File: config.mk
export PLATFORM = sky130hd
export DESIGN_NAME = util_sync_debounce
export DESIGN_NICKNAME = d
export VERILOG_FILES = /design/src/rtl/util_sync_debounce.sv
export SDC_FILE = /design/constraint.sdc
export NUM_CORES = 1
export LEC_CHECK = 0
export CAP_MARGIN = 20
export CORE_MARGIN = 4
export CORE_UTILIZATION = 50
export CTS_CLUSTER_DIAMETER = 100
export DETAILED_ROUTE_END_ITERATION = 12
export PLACE_DENSITY = 0.77
export SLEW_MARGIN = 20
export SYNTH_ARGS = -nofsm -noshare
export SYNTH_HDL_FRONTEND = slang
export SYNTH_SLANG_ARGS = --single-unit
File: constraint.sdc
create_clock -name clk -period 1.5 [get_ports clk]
set_input_delay 0.225 -clock clk [delete_from_list [all_inputs] [get_ports clk]]
set_output_delay 0.225 -clock clk [all_outputs]
set_load 0.01 [all_outputs]
File: src/rtl/util_sync_debounce.sv
// util_sync_debounce
//   Multi-channel synchronizer, debouncer and edge detector for asynchronous
//   pin-level inputs. Each channel runs through a STAGES-deep synchronizer,
//   then a stability filter that updates q only after DEBOUNCE consecutive
//   synced cycles that differ from q. Registered one-cycle rise/fall pulses
//   are produced alongside q. Sticky event flags are kept per channel, with a
//   per-bit clear and an OR-reduced interrupt.
// Ports
//   clk      in   1      system clock, all state on posedge
//   res_n    in   1      asynchronous active-low reset
//   d        in   WIDTH  raw asynchronous inputs
//   q        out  WIDTH  synchronized, debounced level
//   rise     out  WIDTH  one-cycle pulse on the first cycle q[i] shows 1
//   fall     out  WIDTH  one-cycle pulse on the first cycle q[i] shows 0
//   evt      out  WIDTH  sticky event flags (0=rise, 1=fall, 2=both edges)
//   evt_clr  in   WIDTH  per-bit clear of evt; a coincident set wins
//   irq      out  1      OR of evt, registered together with evt
module util_sync_debounce #(
  parameter int             WIDTH     = 8,
  parameter int             STAGES    = 2,
  parameter int             DEBOUNCE  = 4,
  parameter int             EDGE_MODE = 0,
  parameter logic [WIDTH-1:0] RESET_VAL = '0
) (
  input  logic             clk,
  input  logic             res_n,
  input  logic [WIDTH-1:0] d,
  output logic [WIDTH-1:0] q,
  output logic [WIDTH-1:0] rise,
  output logic [WIDTH-1:0] fall,
  output logic [WIDTH-1:0] evt,
  input  logic [WIDTH-1:0] evt_clr,
  output logic             irq
);

  localparam int CW = $clog2(DEBOUNCE + 1);

  logic [STAGES-1:0][WIDTH-1:0] sync_r;
  logic [WIDTH-1:0]             s;
  logic [WIDTH-1:0][CW-1:0]     cnt;
  logic [WIDTH-1:0][CW-1:0]     cnt_next;
  logic [WIDTH-1:0]             q_next;
  logic [WIDTH-1:0]             rise_next;
  logic [WIDTH-1:0]             fall_next;
  logic [WIDTH-1:0]             evt_set;
  logic [WIDTH-1:0]             evt_next;

  // Synchronizer chain: nothing but flops, index 0 samples the pin.
  always_ff @(posedge clk or negedge res_n) begin
    if (!res_n) begin
      sync_r <= {STAGES{RESET_VAL}};
    end else begin
      sync_r <= {sync_r[STAGES-2:0], d};
    end
  end

  assign s = sync_r[STAGES-1];

  // Stability filter: count cycles where s disagrees with q; any agreement
  // restarts the count, the DEBOUNCE-th disagreeing cycle commits s to q.
  always_comb begin
    q_next   = q;
    cnt_next = '0;
    for (int unsigned i = 0; i < WIDTH; i++) begin
      if (s[i] != q[i]) begin
        if (cnt[i] == CW'(DEBOUNCE - 1)) begin
          q_next[i] = s[i];
        end else begin
          cnt_next[i] = cnt[i] + CW'(1);
        end
      end
    end
  end

  // Pulses are derived from q's next state so they line up with the cycle
  // in which q first shows the new value.
  assign rise_next = q_next & ~q;
  assign fall_next = ~q_next & q;

  always_comb begin
    case (EDGE_MODE)
      0:       evt_set = rise_next;
      1:       evt_set = fall_next;
      default: evt_set = rise_next | fall_next;
    endcase
  end

  // Clear first, then set, so a set in the same cycle wins.
  assign evt_next = (evt & ~evt_clr) | evt_set;

  always_ff @(posedge clk or negedge res_n) begin
    if (!res_n) begin
      q    <= RESET_VAL;
      cnt  <= '0;
      rise <= '0;
      fall <= '0;
      evt  <= '0;
      irq  <= 1'b0;
    end else begin
      q    <= q_next;
      cnt  <= cnt_next;
      rise <= rise_next;
      fall <= fall_next;
      evt  <= evt_next;
      irq  <= |evt_next;
    end
  end

endmodule

; Yosys cells after proc, flatten, opt, wreduce, memory -nomap -nowiden
; Cells that the tools add are included.
[word_totals]
ff_bits = 73
inputBits = 18
[classes]
n_addsub = 8
eq_ne = 16
muxes = 32
bitwise_logic = 7
n_reduce_logical = 1
[op_table]
columns = cell, count
row1 = $mux W3, 16
row2 = $add A3 B1 Y3 const B, 8
row3 = $and A8 B8 Y8, 3
row4 = $eq A3 B2 Y1 const B, 8
row5 = $not A8 Y8, 3
row6 = $mux W1, 16
row7 = $ne A1 B1 Y1, 8
row8 = $or A8 B8 Y8, 1
row9 = $reduce_or A8 Y1, 1

; Depth between registers and ports, before layout
; Gate-level depths: netlist (run 1).
[logic_depth]
word_depth = 6
ltp_mapped = 4
mapped_depth_nobuf = 4

; Least setup slack after synthesis (run 1)
; OpenSTA, ideal clock, no wires.
[synth_path]
path_kind = reg2reg
from = register cnt[12] in the netlist's numbering
to = register irq
setup_time_ns = 0.143
t_arrival_ns = 1.214
required_ns = 1.357
slack_ns = 0.144
path_stages_with_launch = 5
synth_period_minus_slack_ns = 1.356
cell_sequence = dfrtp_1 ha_1 and4bb_4 a2111oi_2 nand4_1
[synth_between]
elab_chain_cells = 6
[synth_rtl]
columns = item, line_no
row1 = from (decl), 40  ; logic [WIDTH-1:0][CW-1:0] cnt;
row2 = from (signal assigned), 101  ; cnt <= cnt_next;
row3 = $eq A3 B2 Y1, 66  ; if (cnt[i] == CW'(DEBOUNCE - 1)) begin
row4 = $mux W1, 66
row5 = $mux W1, 65  ; if (s[i] != q[i]) begin
row6 = $and A8 B8 Y8, 77  ; assign rise_next = q_next & ~q;
row7 = net evt_set[4], 45  ; logic [WIDTH-1:0] evt_set;
row8 = $or A8 B8 Y8, 89  ; assign evt_next = (evt & ~evt_clr) | evt_set;
row9 = $reduce_or A8 Y1, 105  ; irq <= |evt_next;
row10 = to (signal assigned), 105
row11 = to (decl), 33  ; output logic irq
; The timed path passes the listed nets, and every way through them passes these cells.

; Final worst setup path (run 1)
[layout_path]
from = register cnt[15] in the netlist's numbering
to = register irq
; The elaborated chain is that of the path after synthesis.

==> results.tsv, run 1 <==
stage	metric	value	unit
run_status	status	finished clean	
sta	RSZ-0062 raised after global routing	true	
cts	maximum clock insertion buffer count	2	
synth	sequential element share of the synthesized area	68.4	%
pwr	clock group share of total power	24.2	%
cts	H-tree depth	3	
sta	clock skew	0.00591	ns
synth	Top FF cell, synth	dfrtp_1	
sta	Achievable Freq	681	MHz
setup_path	kind of critical path	flip-flop to flip-flop	
floorplanning	Die Ht	81.1	um
setup_path	Crit. End Element	flip-flop	
floorplanning	row cnt	26	
floorplanning	full die area	0.00658	mm2
cts	CTS Buf Count	9	
setup_path	CP Data Required Time	1.69	ns
cts	Root Driver	clkbuf_8	
sta	Finish-stage setup viols	0	
placement	Port Buffers	50	
pwr	Power Density	1490	mW/mm2
pwr	Psw	1.48	mW
cts	Reg clk slew, reported paths	0.06	ns
final_layout	filler cell count	418	
setup_path	reg-to-reg slack, setup	0.03	ns
synth	Mapped Cells	181	
hold_path	worst hold path type	input pin to flip-flop	
sta	Tcrit/Tclk final	97.9	%
grt	Total GRT Usage	15.4	%
sta	Final Hold Viols	0	
setup_path	Max FO, Critical Path	3	
grt	pin count of the biggest net entering global routing	74	
detailed_routing	TritonRoute pass-1 iters	4	
synth	average cell area after synthesis	14.8	um2
floorplanning	die width	81.1	um
pwr	Int Pwr	3.88	mW
detailed_routing	DR iter-0 viols	27	
floorplanning	Core Area	0.00514	mm2
grt	vias in the first global route	1697	
grt	met2 GRT Util	23.8	%
cts	CTS tree	yes	
sta	Max-slew headroom	75.3	%
setup_path	Reg2Reg Launch Point	cnt[15]$_DFF_PN0_	
setup_path	Critical Path Start	cnt[15]$_DFF_PN0_	
cts	worst skew pair latency	0.33	ns
floorplanning	IO Pins	51	
final_layout	most common cell after layout, fill and taps aside	dfrtp_1	
sta	measured slew at the worst slew-check pin	0.370	ns
synth	Unique masters post-synth	20	
pwr	Max IR drop VDD	0.881	mV
placement	Area after DPL	0.00333	mm2
grt	initial antenna violation count	0	
detailed_routing	DR WL/cell	13.3	um
final_layout	Area growth syn-to-layout	34.2	%
synth	async set-reset flop share out of synthesis	100	%
detailed_routing	Via Count	1617	
hold_path	hold path cells	1	
final_layout	diode count	0	
grt	first-pass GRT wire length	7.51	mm
grt	met3 usage	5.21	%
run	max-cap viol count	0	
pwr	Static Leak	1.74	nW
final_layout	Layout Utilization	69.8	%
grt	met1 Usage GRT	19.7	%
synth	mapped cell area	0.00267	mm2
synth	syn_nets	207	
detailed_routing	DRT antenna net count	0	
pwr	Reg power frac	47.6	%
placement	RePlAce Congestion	0.716	
detailed_routing	Via-to-Cell Ratio	4.87	
setup_path	WP data arrival	1.66	ns
grt	gr ovfl total	0	
pwr	combinational power share	28.1	%
final_layout	Finished Cell Area	0.00359	mm2
sta	fin crit period	1.47	ns
pwr	switching part of the total	27.6	%
cts	clock sink total	73	
detailed_routing	residual DRC count	0	
sta	Slew Viols, Final	0	
final_layout	layout cell share with drive strength beyond 1	16.8	%
synth	Ys Warns	0	
final_layout	Final nets	285	
setup_path	CP endpoint	irq$_DFF_PN0_	
grt	gr busiest metal	met2	
detailed_routing	total routed wirelength	4.43	mm
setup_path	crit start category	flip-flop	
synth	EDFF count, synth	0	
setup_path	R2R depth	4	
synth	#FFs+latches synth	73	
setup_path	Worst R2R End	irq$_DFF_PN0_	
placement	final HPWL from detailed placement	3.10	mm
floorplanning	Initial Util	52.0	%
final_layout	commonest non-fill, non-tap cells in the layout	dfrtp_1, clkdlybuf4s50_1, nor3b_1	
-- registers in the layout (all words and copies together), names as in the netlist --
| name | count |
|---|---|
| cnt | 24 |
| evt | 8 |
| fall | 8 |
| irq | 1 |
| q | 8 |
| rise | 8 |
| s | 8 |
| sync_r | 8 |
-- cells in the mapped netlist (3+ instances only) --
cell        n  share of area [%]
dfrtp_1    73                 68
nor3b_1    20                5.6
nand2_1    12                1.7
nor2b_1    12                2.8
nand2b_1   10                2.3
ha_1        8                3.7
xnor2_1     8                2.6
nor3_1      5               0.94
a2111oi_2   4                2.2
a21o_1      4                1.1
and4bb_4    4                2.4
mux2_1      4                1.7
or2_1       4               0.94
and4bb_2    3                1.4
inv_1       3               0.42
nor2_1      3               0.42
-- per-layer routing --
metal	routed length [um]	vias to the layer above
met5	0	-
met4	70	0
met3	229	8
met2	2060	43
met1	2070	785
li1	-	781
-- worst max-delay path: stages, from the launching register on --
cell	delay, ns
dfrtp_1	0.38
ha_2	0.18
and4bb_2	0.25
a2111oi_4	0.39
nand4_1	0.13
-- power by group through the flow --
stage | Combinational (mW) | Sequential, mW | Clock (mW)
2_1_floorplan | 0.694 | 2.66 | 0
3_3_place_gp | 1.39 | 2.61 | 0
3_5_place_dp | 1.44 | 2.62 | 0
4_1_cts | 1.49 | 2.56 | 1.34
5_1_grt | 1.69 | 2.61 | 1.42
6_report | 1.51 | 2.55 | 1.30
-- per-stage QoR --
step / hold slack (ns) / total power [mW] / instances / worst slack [ns] / setup TNS [ns]
after global placement: 0.281 / 4.00 / 310 / -0.0501 / -0.0501
after global routing: 0.310 / 5.71 / 332 / -0.0298 / -0.0298
after detailed placement: 0.280 / 4.06 / 310 / -0.0705 / -0.0705
after CTS: 0.314 / 5.39 / 328 / 0.00512 / 0
final: 0.332 / 5.36 / 332 / 0.0310 / 0
after floorplan: -0.0706 / 3.36 / 181 / 0.144 / 0
-- final cells by class --
type	instances	area, um2	share of cell area, %
clock buffers	14	163	4.54
inverters	4	15.0	0.419
multi-input cells	104	862	24.0
flip-flops and latches	73	1830	50.9
well taps	70	87.6	2.44
repair buffers	67	632	17.6
-- kinds of logic after synthesis --
family          Yosys count  share of synthesized area (%)
compound gates            8                           3.37
xor+xnor                  8                           2.62
fa+ha+maj                 8                           3.75
buf+inv                   4                          0.562
flops                    73                           68.4
mux                       4                           1.69
simple gates             76                           19.6
-- repair_timing --
action / CTS / global route
gates resized for setup: 12 / 5
buffers inserted: 3 / 4
pin swaps: 0 / 5
hold buffers: 1 / 0
endpoints found under the hold margin: 73 / 0
setup endpoints to repair: 13 / 3
-- how the worst min path moves through the flow --
stage	startpoint	to
2_1_floorplan	res_n	cnt[0]$_DFF_PN0_
3_3_place_gp	res_n	q[3]$_DFF_PN0_
3_5_place_dp	res_n	fall[3]$_DFF_PN0_
4_1_cts	d[6]	sync_r[6]$_DFF_PN0_
5_1_grt	d[6]	sync_r[6]$_DFF_PN0_
6_report	d[5]	sync_r[5]$_DFF_PN0_
Note: power is estimated with default switching activity, not from simulation.
==> run 2, diff against run 1 <==
--- a/config.mk
+++ b/config.mk
@@ -7,10 +7,9 @@
 export LEC_CHECK = 0
 export CAP_MARGIN = 20
 export CORE_MARGIN = 4
-export CORE_UTILIZATION = 50
+export CORE_UTILIZATION = 40
 export CTS_CLUSTER_DIAMETER = 100
 export DETAILED_ROUTE_END_ITERATION = 12
-export PLACE_DENSITY = 0.77
 export SLEW_MARGIN = 20
 export SYNTH_ARGS = -nofsm -noshare
 export SYNTH_HDL_FRONTEND = slang
==> results.tsv, run 2 (synthesis results as in run 1) <==
stage	metric	value	unit	change
cts	maximum clock insertion buffer count	2		unchanged
sta	Tcrit/Tclk final	97.0	%	-0.96 points
detailed_routing	DR WL/cell	13.2	um	-1.4%
sta	clock skew	0.00757	ns	+0.00166 ns
placement	final HPWL from detailed placement	3.20	mm	+3.2%
pwr	Power Density	1550	mW/mm2	+3.4%
setup_path	Max FO, Critical Path	2		-1
sta	RSZ-0062 raised after global routing	true		
sta	Slew Viols, Final	0		unchanged
setup_path	crit start category	flip-flop		
setup_path	crit path cell chain	clkdlybuf4s50_1		
sta	Finish-stage setup viols	0		unchanged
final_layout	max FFs per register	24		unchanged
cts	H-tree depth	3		unchanged
detailed_routing	TritonRoute pass-1 iters	4		unchanged
setup_path	CP delay by family, top	buffers and inverters		
final_layout	Area growth syn-to-layout	37.9	%	
pwr	Static Leak	1.77	nW	+2.1%
sta	Final Hold Viols	0		unchanged
grt	Total GRT Usage	12.2	%	-3.2 points
floorplanning	Die Ht	89.7	um	+11%
grt	met1 Usage GRT	16.4	%	-3.2 points
run	max-cap viol count	0		unchanged
final_layout	commonest non-fill, non-tap cells in the layout	dfrtp_1, clkdlybuf4s50_1, buf_4		
floorplanning	die width	89.7	um	+11%
detailed_routing	DR iter-0 viols	59		+120%
grt	vias in the first global route	1694		-0.18%
placement	RePlAce Congestion	0.713		-0.49%
final_layout	Top reg by flops	cnt		
grt	first-pass GRT wire length	8.00	mm	+6.6%
floorplanning	Initial Util	41.6	%	-10 points
cts	Root Driver	clkbuf_8		
setup_path	WP data arrival	1.23	ns	-0.43 ns
cts	Reg clk slew, reported paths	0.07	ns	about the same
grt	pin count of the biggest net entering global routing	74		unchanged
final_layout	Cell Count, Final, Fillers Out	347		+4.5%
grt	initial antenna violation count	0		unchanged
detailed_routing	Via Count	1627		+0.62%
floorplanning	row cnt	29		+12%
final_layout	most common cell after layout, fill and taps aside	dfrtp_1		
hold_path	worst hold path type	input pin to flip-flop		
pwr	Max IR drop VDD	0.710	mV	-19%
setup_path	Buf+Inv Stages, Crit Path	1		+1
grt	gr busiest metal	met2		
detailed_routing	DRT antenna net count	0		unchanged
detailed_routing	residual DRC count	0		unchanged
cts	CTS Buf Count	9		unchanged
detailed_routing	Via-to-Cell Ratio	4.69		-3.7%
final_layout	diode count	0		unchanged
setup_path	kind of critical path	flip-flop to output port		
sta	Max-slew headroom	74.5	%	-0.82 points
pwr	Pwr Total	5.69	mW	+6.2%
grt	met2 GRT Util	18.2	%	-5.6 points
setup_path	Reg2Reg Launch Point	cnt[15]$_DFF_PN0_		
final_layout	Final nets	291		+2.1%
run_status	status	finished clean		
setup_path	CP Data Required Time	1.27	ns	-0.42 ns
final_layout	layout cell share with drive strength beyond 1	19.3	%	+2.5 points
setup_path	crit-path max cell delay	0.54	ns	+0.15 ns
cts	CTS tree	yes		
floorplanning	full die area	0.00805	mm2	+22%
placement	DP Cell Count	323		+4.2%
sta	measured slew at the worst slew-check pin	0.383	ns	+0.0123 ns
grt	gr ovfl total	0		unchanged
cts	worst skew pair latency	0.33	ns	about the same
sta	fin crit period	1.45	ns	-0.0144 ns
sta	Achievable Freq	687	MHz	+0.99%
hold_path	hold path start	d[4]		
setup_path	Crit. End Element	output port		
placement	Port Buffers	50		unchanged
floorplanning	IO Pins	51		unchanged
setup_path	critical path's slowest cell	clkdlybuf4s50_1		
setup_path	Critical Path Start	evt[6]$_DFF_PN0_		
cts	clock sink total	73		unchanged
grt	met3 usage	3.42	%	-1.8 points
detailed_routing	total routed wirelength	4.57	mm	+3.0%
floorplanning	Core Area	0.00642	mm2	+25%
run 2: power by group:
group / leakage, nW / internal [mW] / switching (mW)
Clock: 0.107 / 0.905 / 0.662
Combinational: 0.719 / 0.924 / 0.682
Sequential: 0.949 / 2.34 / 0.183
Total: 1.77 / 4.16 / 1.53
run 2: routing by layer:
layer	wire length, um	up-vias
li1	-	791
met1	2120	795
met2	2150	34
met3	220	7
met4	70	0
met5	0	-
run 2: repair_timing:
item	CTS	global route
hold endpoints to repair	73	0
cloned	0	0
setup endpoints to repair	13	2
resized for setup	10	4
setup buffers	5	2
hold buffers	1	0
pin swaps	0	5
run 2: path summary, 6_finish.rpt:
path | end | slack, ns | cells after the start
max | evt[6] | 0.05 | 1
min | sync_r[4]$_DFF_PN0_ | 0.33 | 1
max reg2reg | irq$_DFF_PN0_ | 0.06 | 4
min reg2reg | s[0]$_DFF_PN0_ | 0.35 | 0
max in group asynchronous | cnt[3]$_DFF_PN0_ | 0.74 | 3
min in group asynchronous | cnt[8]$_DFF_PN0_ | 0.44 | 3
run 2: layout make-up:
class / instances / area (um2)
Clock buffer: 14 / 173
Clock inverter: 2 / 35.0
Fill cell: 548 / 2740
Inverter: 4 / 15.0
Multi-Input combinational cell: 104 / 860
Sequential cell: 73 / 1830
Tap cell: 77 / 96.3
Timing Repair Buffer: 73 / 678
run 2: through the flow:
stage               hold slack (ns)  setup TNS, ns  cell area, um2  utilization [%]  setup WS [ns]
CTS                           0.317              0            3660             57.0         0.0121
detailed placement            0.271        -0.0550            3390             52.8        -0.0550
global route                  0.321        -0.0237            3680             57.4        -0.0237
finish                        0.332              0            3680             57.4         0.0454
floorplan                   -0.0706              0            2670                -          0.144
global placement              0.271        -0.0634            3390             52.8        -0.0634
